**config.mk**
```make
export PLATFORM = sky130hd
export DESIGN_NAME = alu_ctrl_seq
export DESIGN_NICKNAME = d
export VERILOG_FILES = /design/src/rtl/alu_ctrl_seq.sv
export SDC_FILE = /design/constraint.sdc
export NUM_CORES = 1
export LEC_CHECK = 0
export ABC_CLOCK_PERIOD_IN_PS = 1980
export BUFFER_PORTS_ARGS = -buffer_cell sky130_fd_sc_hd__buf_2
export CORE_AREA = 5 5 42 44
export CTS_CLUSTER_DIAMETER = 150
export DETAILED_ROUTE_END_ITERATION = 8
export DIE_AREA = 0 0 47 49
export HOLD_SLACK_MARGIN = 0.03
export PLACE_DENSITY = 0.73
export SLEW_MARGIN = 20
export SYNTH_ARGS = -nofsm -noshare
export SYNTH_HDL_FRONTEND = slang
export SYNTH_SLANG_ARGS = --single-unit
```
**constraint.sdc**
```tcl
create_clock -name clk_i -period 1.98 [get_ports clk_i]
set_input_delay 0.198 -clock clk_i [delete_from_list [all_inputs] [get_ports clk_i]]
set_output_delay 0.198 -clock clk_i [all_outputs]
set_load 0.01 [all_outputs]
```
**src/rtl/alu_ctrl_seq.sv**
```systemverilog
// Registered ALU controller: decodes ALUOp/funct into an EX-stage operation code,
// stalls the front end while a multi-cycle multiply occupies EX, and supports flush.
module alu_ctrl_seq #(
  parameter int CTRL_W   = 4,
  parameter int MUL_LAT  = 4,
  parameter int NOP_CODE = 15
) (
  input  logic              clk_i,
  input  logic              rst_i,
  input  logic              valid_i,
  input  logic [5:0]        funct_i,
  input  logic [2:0]        ALUOp_i,
  input  logic              flush_i,
  output logic [CTRL_W-1:0] ALUCtrl_o,
  output logic              valid_o,
  output logic              illegal_o,
  output logic              stall_o
);

  localparam int CNT_W = (MUL_LAT > 1) ? $clog2(MUL_LAT) : 1;
  localparam logic [CTRL_W-1:0] NOP      = CTRL_W'(NOP_CODE);
  localparam logic [CTRL_W-1:0] MUL_CODE = CTRL_W'(3);
  localparam logic [CNT_W-1:0]  CNT_LOAD = CNT_W'(MUL_LAT - 1);
  localparam logic [CNT_W-1:0]  CNT_ONE  = CNT_W'(1);

  typedef enum logic {S_IDLE, S_MUL} state_t;

  state_t            state_q, state_d;
  logic [CNT_W-1:0]  cnt_q, cnt_d;
  logic [CTRL_W-1:0] ctrl_q, ctrl_d;
  logic              valid_q, valid_d;
  logic              illegal_q, illegal_d;

  logic [3:0] dec_code;
  logic       dec_illegal;
  logic       dec_mul;
  logic       accept;

  always_comb begin
    dec_code    = 4'd0;
    dec_illegal = 1'b0;
    dec_mul     = 1'b0;
    case (ALUOp_i)
      3'b000: begin
        case (funct_i)
          6'd32:   dec_code = 4'd2;
          6'd34:   dec_code = 4'd6;
          6'd36:   dec_code = 4'd0;
          6'd37:   dec_code = 4'd1;
          6'd42:   dec_code = 4'd7;
          6'd24: begin
            dec_code = 4'd3;
            dec_mul  = 1'b1;
          end
          6'd0:    dec_code = 4'd8;
          6'd2:    dec_code = 4'd9;
          default: dec_illegal = 1'b1;
        endcase
      end
      3'b001:  dec_code = 4'd2;
      3'b010:  dec_code = 4'd7;
      3'b011:  dec_code = 4'd6;
      3'b100:  dec_code = 4'd1;
      3'b101:  dec_code = 4'd0;
      3'b110:  dec_code = 4'd10;
      default: dec_illegal = 1'b1;
    endcase
  end

  assign stall_o = (state_q == S_MUL);
  assign accept  = valid_i & ~stall_o & ~flush_i;

  // Flush overrides everything; otherwise IDLE issues or enters MUL, MUL counts down.
  always_comb begin
    state_d   = state_q;
    cnt_d     = cnt_q;
    ctrl_d    = ctrl_q;
    valid_d   = 1'b0;
    illegal_d = 1'b0;
    if (flush_i) begin
      state_d = S_IDLE;
      cnt_d   = '0;
      ctrl_d  = NOP;
    end else begin
      case (state_q)
        S_IDLE: begin
          if (accept) begin
            if (dec_illegal) begin
              ctrl_d    = NOP;
              valid_d   = 1'b1;
              illegal_d = 1'b1;
            end else if (dec_mul && (MUL_LAT > 1)) begin
              ctrl_d  = MUL_CODE;
              cnt_d   = CNT_LOAD;
              state_d = S_MUL;
            end else begin
              ctrl_d  = CTRL_W'(dec_code);
              valid_d = 1'b1;
            end
          end
        end
        S_MUL: begin
          cnt_d = cnt_q - CNT_ONE;
          if (cnt_q == CNT_ONE) begin
            valid_d = 1'b1;
            state_d = S_IDLE;
          end
        end
        default: begin
          state_d = S_IDLE;
          cnt_d   = '0;
        end
      endcase
    end
  end

  always_ff @(posedge clk_i or posedge rst_i) begin
    if (rst_i) begin
      state_q   <= S_IDLE;
      cnt_q     <= '0;
      ctrl_q    <= NOP;
      valid_q   <= 1'b0;
      illegal_q <= 1'b0;
    end else begin
      state_q   <= state_d;
      cnt_q     <= cnt_d;
      ctrl_q    <= ctrl_d;
      valid_q   <= valid_d;
      illegal_q <= illegal_d;
    end
  end

  assign ALUCtrl_o = ctrl_q;
  assign valid_o   = valid_q;
  assign illegal_o = illegal_q;

endmodule
```
==> results.yml <==
yosys:
  synth_area_leaders: "dfrtp_1, dfstp_2, a21oi_1"
  synth_cell_types: 36
  synth.top_cell.area_share_pct: 20.8
  synth_seq_area_share_pct: 38.3
  synth-edff-count: 0
  async_flop_share_pct: 100
  synthesis.nets: 79
  synth_top_area_cell: "dfrtp_1"
  syn_inst: 65
  synth_flop_cell: "dfrtp_1"
  synth_seq_cells: 9
  syn_area_um2: 601
  syn_area_per_cell_um2: 9.24
  yosys_warnings: 0
detailed_routing:
  wire_per_inst_um: 13.3
  dr.pass1.iters: 4
  met1_length_um: 630
  drt_iter0_markers: 7
  num_vias: 599
  drt_drc_violations_left: 0
  highest_layer: "met4"
  wl_met3_um: 104
  ant_nets: 0
  route.met2.wl_um: 619
  wl_um: 1380
  via_per_inst: 5.82
timing:
  setup_tns_ns: 0
  hold_viol: 0
  fin_skew_ns: 0.00409
  grt_setup_unrepaired: "false"
  timing.hold.ws_ns: 0.225
  clock.fmax_mhz: 663
  min_period_over_period_pct: 76.2
  fin_ws_ns: 0.472
  tightest_slew_ns: 0.509
  maxSlewHeadroom_pct: 65.8
  min_period_ns: 1.51
  setup_viol: 0
  drv_slew: 0
die:
  dieArea_um2: 2300
  initial_core_util_pct: 42.9
  fp-row-count: 14
  die_y_um: 49
  core_um2: 1400
  die_w_um: 47
  ios: 20
cts:
  cts_resized: 0
  holdBufCountCts: 1
  clock_latency_ns: 0.26
  clockBufferDepth: 2
  cts_buffers: 3
  cts_tree: "built"
  cts_setup_buffers: 0
  root_buffer: "clkbuf_4"
  path_clk_slew_ns: 0.06
  cts_num_sinks: 9
  h-tree-depth: 1
layout:
  num_antenna_cells: 0
  drive_above_1_share_pct: 37.9
  final_area_um2: 739
  layout.nets: 102
  areaGrowthSynthToFinish_pct: 23.1
placement:
  io_buffers: 19
  dp_hpwl_um: 1020
  pre_cts_slack_ns: 0.423
  placement.cell_area_um2: 703
  gp_congestion: 0.778
setup_path:
  slowest_stage: "dfrtp_1"
  critPathBufInv: 0
  crit_family: "simple AND/OR/NAND/NOR gates"
  crit_arrival_ns: 1.69
  critPathRequiredTime_ns: 2.16
  timing.rr.start: "stall_o"
  cp-end-kind: "register"
  cpPeakStageDelay_ns: 0.47
  path_cells: "or2b_2 > or3_2 > o32a_2"
  crit_type: "reg2reg"
  crit_start: "stall_o"
  cp_max_fo: 9
  setup.worst_path.start_class: "register"
global_route:
  grt_usage_pct: 13.0
  grt.overflow.total: 0
  grt_pass1_vias: 528
  grt_first_pass_wirelength_um: 2260
  grt_max_degree: 11
  grt_antenna_before_repair: 0
power:
  p_sw_share_pct: 26.4
  p_int_mw: 0.309
  combPwrFrac_pct: 19.3
  clkPwrFrac_pct: 33.3
  leakage_nw: 0.334
  switchingPower_mw: 0.111
  power_density_nw_per_um2: 569
  seqPwrFrac_pct: 47.3
  peakVddDrop_uv: 428
worst_hold_path:
  min_from: "flush_i"
  hp-class: "in2reg"
run_status:
  run_status: "completed"
run:
  timing.max_cap.violations: 0
layout make-up:
type	count	area, um2
multi-input cells	50	343
inverters	4	15.0
well taps	16	20.0
fillers	142	662
flip-flops and latches	9	230
clock buffers	4	26.3
repair buffers	20	105
cell families (layout without fill, tap and decap cells):
logic type                 after synthesis  after routing  share of synthesized area [%]
AOI/OAI and AO/OA                       20             20                           24.2
and+or+nand+nor                         28             28                           29.0
adders and majority gates                1              1                           2.08
muxes                                    1              1                           1.87
DFF                                      9              9                           38.3
buffers and inverters                    6             28                           4.58
state kept, by name (all words and copies together) (netlist names):
signal     cells
ALUCtrl_o      4
cnt_q          2
illegal_o      1
stall_o        1
valid_o        1
power groups by stage:
| stage | sequential (mW) | combinational (mW) | clock [mW] |
|---|---|---|---|
| final | 0.199 | 0.0814 | 0.140 |
| after global routing | 0.200 | 0.0898 | 0.162 |
| after CTS | 0.199 | 0.0817 | 0.143 |
| after detailed placement | 0.202 | 0.0794 | 0 |
| after global placement | 0.201 | 0.0789 | 0 |
| after floorplan | 0.206 | 0.0406 | 0 |
worst paths after layout:
kind	endpoint	slack, ns	cells after the start
hold / removal	cnt_q[0]	0.23	2
setup reg to reg	ALUCtrl_o[1]	0.47	3
max in group asynchronous	ALUCtrl_o[3]	1.23	3
hold reg to reg	cnt_q[0]	0.50	1
min in group asynchronous	valid_o	0.45	3
setup / recovery	ALUCtrl_o[1]	0.47	3
Yosys cell counts, types with 2 or more instances:
cell type / instances
dfstp_2: 4
nor4_1: 2
nor2_1: 6
a21oi_1: 5
a221oi_1: 2
o22ai_1: 2
o21ai_0: 2
dfrtp_1: 5
nand3_1: 3
nand2_1: 2
nand2b_1: 2
a211o_1: 2
nor4b_1: 2
inv_1: 4
layer usage:
layer	track usage, %	vias to the layer above
met1	16.9	273
met5	0	-
li1	-	296
met3	2.21	5
met2	20.4	25
met4	5.53	0
cells in the final DEF (no fill, tap or decap), types with 3 or more instances in the layout:
cell       n
a21oi_1    5
nor2_1     6
buf_2     19
dfrtp_1    5
nand3_1    3
clkbuf_4   3
dfstp_2    4
inv_1      4
per-stage QoR:
step | cells | power, mW | util, %
final | 103 | 0.420 | 52.8
after floorplan | 65 | 0.246 | -
after global placement | 98 | 0.280 | 50.2
after CTS | 103 | 0.424 | 52.8
after global routing | 103 | 0.451 | 52.8
after detailed placement | 98 | 0.281 | 50.2
No activity file was read; power rests on OpenSTA's default activity.
